[src/rtl/rf2_32x128_wm1_ctrl.sv]
// Request-side controller for the rf2_32x128_wm1 two-port SRAM macro.
// Write/read handshakes, same-cycle write forwarding, read response FIFO.
module rf2_32x128_wm1_ctrl #(
  parameter int RSP_DEPTH = 3,
  parameter bit BYPASS_EN = 1'b1
) (
  input  logic         clk,
  input  logic         reset,
  input  logic         wr_valid,
  output logic         wr_ready,
  input  logic [4:0]   wr_addr,
  input  logic [15:0]  wr_byteen,
  input  logic [127:0] wr_data,
  input  logic         rd_req_valid,
  output logic         rd_req_ready,
  input  logic [4:0]   rd_req_addr,
  output logic         rd_rsp_valid,
  input  logic         rd_rsp_ready,
  output logic [127:0] rd_rsp_data,
  output logic         mem_cena,
  output logic [4:0]   mem_aa,
  input  logic [127:0] mem_qa,
  output logic         mem_cenb,
  output logic [127:0] mem_wenb,
  output logic [4:0]   mem_ab,
  output logic [127:0] mem_db
);

  localparam int PW = (RSP_DEPTH > 1) ? $clog2(RSP_DEPTH) : 1;
  localparam int CW = $clog2(RSP_DEPTH + 1);
  localparam logic [CW:0] DEPTH_L = (CW + 1)'(RSP_DEPTH);

  logic           wr_fire;
  logic           rd_fire;
  logic [127:0]   wmask;
  logic           pend_valid;
  logic           pend_coll;
  logic [127:0]   byp_data;
  logic [127:0]   byp_mask;
  logic [127:0]   rdata;
  logic [127:0]   fifo [RSP_DEPTH];
  logic [PW-1:0]  rptr;
  logic [PW-1:0]  wptr;
  logic [CW-1:0]  count;
  logic [CW:0]    occ;
  logic           push;
  logic           pop;

  function automatic logic [PW-1:0] nxt(input logic [PW-1:0] p);
    return (p == PW'(RSP_DEPTH - 1)) ? '0 : p + PW'(1);
  endfunction

  always_comb begin
    wmask = '0;
    for (int i = 0; i < 128; i++) begin
      wmask[i] = wr_byteen[i/8];
    end
  end

  assign wr_ready = ~reset;
  assign wr_fire  = wr_valid & wr_ready;
  assign mem_cenb = ~wr_fire;
  assign mem_ab   = wr_fire ? wr_addr : '0;
  assign mem_db   = wr_fire ? wr_data : '0;
  assign mem_wenb = ~(wr_fire ? wmask : '0);

  // Occupancy counts the read still inside the macro so the FIFO can't overflow.
  assign occ          = {1'b0, count} + (CW + 1)'(pend_valid);
  assign rd_req_ready = ~reset & (occ < DEPTH_L);
  assign rd_fire      = rd_req_valid & rd_req_ready;
  assign mem_cena     = ~rd_fire;
  assign mem_aa       = rd_fire ? rd_req_addr : '0;

  assign rdata = pend_coll ? ((mem_qa & ~byp_mask) | (byp_data & byp_mask))
                           : mem_qa;

  assign push         = pend_valid;
  assign rd_rsp_valid = ~reset & (count != '0);
  assign pop          = rd_rsp_valid & rd_rsp_ready;
  assign rd_rsp_data  = (count != '0) ? fifo[rptr] : '0;

  always_ff @(posedge clk) begin
    if (reset) begin
      pend_valid <= 1'b0;
      pend_coll  <= 1'b0;
      byp_data   <= '0;
      byp_mask   <= '0;
      rptr       <= '0;
      wptr       <= '0;
      count      <= '0;
    end else begin
      pend_valid <= rd_fire;
      if (rd_fire) begin
        pend_coll <= BYPASS_EN & wr_fire & (wr_addr == rd_req_addr);
        byp_data  <= wr_data;
        byp_mask  <= wmask;
      end
      if (push) wptr <= nxt(wptr);
      if (pop)  rptr <= nxt(rptr);
      if (push && !pop)      count <= count + CW'(1);
      else if (!push && pop) count <= count - CW'(1);
    end
  end

  always_ff @(posedge clk) begin
    if (!reset && push) fifo[wptr] <= rdata;
  end

  always_ff @(posedge clk) begin
    if (!reset) assert (!(push && !pop && count == CW'(RSP_DEPTH)));
  end

endmodule

[config.mk]
export PLATFORM = sky130hd
export DESIGN_NAME = rf2_32x128_wm1_ctrl
export DESIGN_NICKNAME = d
export VERILOG_FILES = /design/src/rtl/rf2_32x128_wm1_ctrl.sv
export SDC_FILE = /design/constraint.sdc
export NUM_CORES = 1
export LEC_CHECK = 0
export CORE_AREA = 2 2 269 271
export DETAILED_ROUTE_END_ITERATION = 6
export DIE_AREA = 0 0 271 273
export SKIP_CTS_REPAIR_TIMING = 1
export SLEW_MARGIN = 10
export SYNTH_ARGS = -nofsm -noshare
export SYNTH_HDL_FRONTEND = slang
export SYNTH_SLANG_ARGS = --single-unit
[constraint.sdc]
create_clock -name clk -period 29.8 [get_ports clk]
set_clock_uncertainty 0.1 [all_clocks]
set_input_delay 5.96 -clock clk [delete_from_list [all_inputs] [get_ports clk]]
set_output_delay 5.96 -clock clk [all_outputs]
set_load 0.01 [all_outputs]
==> impl_metrics.yaml <==
synthesis:
  yosysMostFrequentCell: "edfxtp_1"
  yosys.area.top_type: "edfxtp_1"
  syn_nets: 2241
  yosysSeqAreaShare: 0.6035
  synth_common_cells: "edfxtp_1, mux2_2, dfxtp_1"
  yosysUniqueCellTypes: 31
  yosys_most_used_dff: "edfxtp_1"
  async_flop_share: 0
  syn_inst: 1951
  synth_edf_count: 384
  synth_warnings: 0
  yosysTopAreaCellShare: 0.4762
  synth_area_leaders: "edfxtp_1, dfxtp_1, mux2_2, mux2i_1, buf_4"
  ys_ff_latch: 538
  syn_area_per_cell_um2: 12.41
  synth_area_mm2: 0.02421
timing:
  fin_crit_sh: 0.5096
  period_needed_ns: 15.19
  hold_violations: 0
  worstMarginPinSlew_ns: 1.138
  layout_setup_ws_ns: 14.61
  setup_viol: 0
  timing.hold.ws_ns: 0.3725
  finalMaxSlewViolations: 0
  tns_ns: 0
  rsz0062_at_grt: "no"
  timing.fmax_mhz: 65.85
  maxSlewHeadroom: 0.2413
routing:
  remaining_drc_errors: 0
  routedWlPerCell_um: 21.35
  drt-initial-drc-count: 987
  ant_nets: 0
  vias_per_cell: 4.939
  first_pass_iters: 5
  routed_wl_um: 73950
  vias: 17100
layout:
  seq_area_mm2: 0.01462
  fillers: 6353
  layout-drive-gt1-share: 0.1481
  multi_input_area_mm2: 0.008100
  area_growth_pct: 35.63
  nNetsFinal: 2753
floorplanning:
  std_cell_rows: 98
  start_util: 0.3411
  io_pins: 686
  die_area_mm2: 0.07398
  core_region_area_mm2: 0.07100
  die_w_um: 271
  die_height_um: 273
pwr:
  p_total_mw: 1.908
  p_int_mw: 1.418
  p_comb_frac: 0.194
  power_density_mw_per_mm2: 58.10
  switching_share: 0.2567
  ir_drop_uv: 47.13
  seqPwrFrac: 0.439
  p_clk_frac: 0.368
  leakage_nw: 10.81
  p_switching_mw: 0.4898
place:
  gp_congestion: 0.8581
  place_ws_ns: 14.47
  port_buffers: 685
  dp_hpwl_um: 48720
setup_path:
  start_kind: "input port"
  end_kind: "output port"
  worstPathArrival_ns: 9.13
  cp.required_ns: 23.74
  critPathMaxFanout: 93
  crit_type: "in2out"
grt:
  overflow: 0
  grt_first_pass_wirelength_um: 109100
  first_global_vias: 17640
  track_usage: 0.1910
  grt_max_degree: 129
  grt_antenna_before_repair: 2
clock_network:
  cts_tree: "done"
  htreeDepth: 2
  cts.clk_slew.worst_paths_ns: 0.06
  clock-sinks: 538
  root_buffer: "clkbuf_16"
  cts_buffer_depth: 3
  numCtsBuffers: 59
  clock_latency_ns: 0.60
worst_hold_path:
  min_path_type: "reg2reg"
outcome:
  outcome: "completed"
run:
  max-cap-violations: 0
## worst max-delay path, stage by stage
cell	delay, ns
clkdlybuf4s50_1	0.45
nor2b_4	0.82
buf_4	0.72
nand2_1	0.38
clkdlybuf4s50_1	0.58
## registers in the layout (all words and copies together) (netlist names), named ones only
signal,flops
fifo,384
byp_data,128
byp_mask,16
count,2
rptr,2
wptr,2
pend_coll,1
pend_valid,1
## power by group through the flow
stage	registers (mW)	clock network (mW)	logic (mW)
6_report	0.837	0.702	0.370
5_1_grt	0.839	0.750	0.395
4_1_cts	0.837	0.719	0.377
3_5_place_dp	0.853	0	0.374
3_3_place_gp	0.851	0	0.372
2_1_floorplan	0.850	0	0.184
## cell families (layout without fill, tap and decap cells)
| kind of cell | Yosys count | in the layout | share of synthesized area |
|---|---|---|---|
| other | 0 | 1 | 0 |
| xor gates and xnor gates | 7 | 7 | 0.002532 |
| adders and majority gates | 3 | 3 | 0.001550 |
| and+or+nand+nor | 463 | 463 | 0.09477 |
| DFF | 538 | 538 | 0.6035 |
| muxes | 386 | 386 | 0.1728 |
| AOI/OAI and AO/OA | 295 | 295 | 0.06133 |
| buffers and inverters | 259 | 820 | 0.06345 |
## final cells by class
type	count	share of cell area
sequential	538	0.4452
multi-input combinational	1154	0.2466
timing repair buffer	705	0.2142
clock buffer	95	0.05284
tap	950	0.03619
clock inverter	15	0.004000
inverter	5	0.0008762
antenna	1	0.00007619
## metal layers
| metal | vias to the layer above | wire length, um | part of all wire | global-route usage |
|---|---|---|---|---|
| li1 | 7968 | - | - | - |
| met1 | 8496 | 30130 | 0.41 | 0.2320 |
| met2 | 527 | 37890 | 0.51 | 0.3427 |
| met3 | 110 | 4095 | 0.055 | 0.03849 |
| met4 | 2 | 1821 | 0.025 | 0.05336 |
| met5 | - | 12 | 0.00016 | 0 |
## worst paths after layout
kind,start,to,slack (ns),cells after the start
min reg2reg,byp_data[5],byp_data[5],0.37,2
min,byp_data[5],byp_data[5],0.37,2
max reg2reg,pend_valid,byp_data[24],26.07,7
max,wr_valid,mem_wenb[124],14.61,5
## cells in the final DEF (no fill, tap or decap), types with 3 or more instances in the layout
cell and instances:
a21oi_1 147, and2_1 133, and3_1 5, buf_4 18, clkbuf_1 27, clkbuf_16 62
clkbuf_8 6, clkdlybuf4s50_1 683, clkinv_1 3, clkinv_2 6, clkinvlp_4 4, dfxtp_1 152
edfxtp_1 384, ha_1 3, mux2_2 257, mux2i_1 129, nand2_1 37, nand3_1 144
nor2_1 133, o21ai_0 54, o21ai_1 92, xor2_1 7
## per-stage QoR
stage	util	instances	instance area (um^2)
floorplan	-	1951	24210
global placement	0.4363	3352	30970
detailed placement	0.4363	3352	30970
CTS	0.4626	3462	32840
global route	0.4626	3463	32840
finish	0.4626	3463	32840
Power figures use the tool's default switching activity.
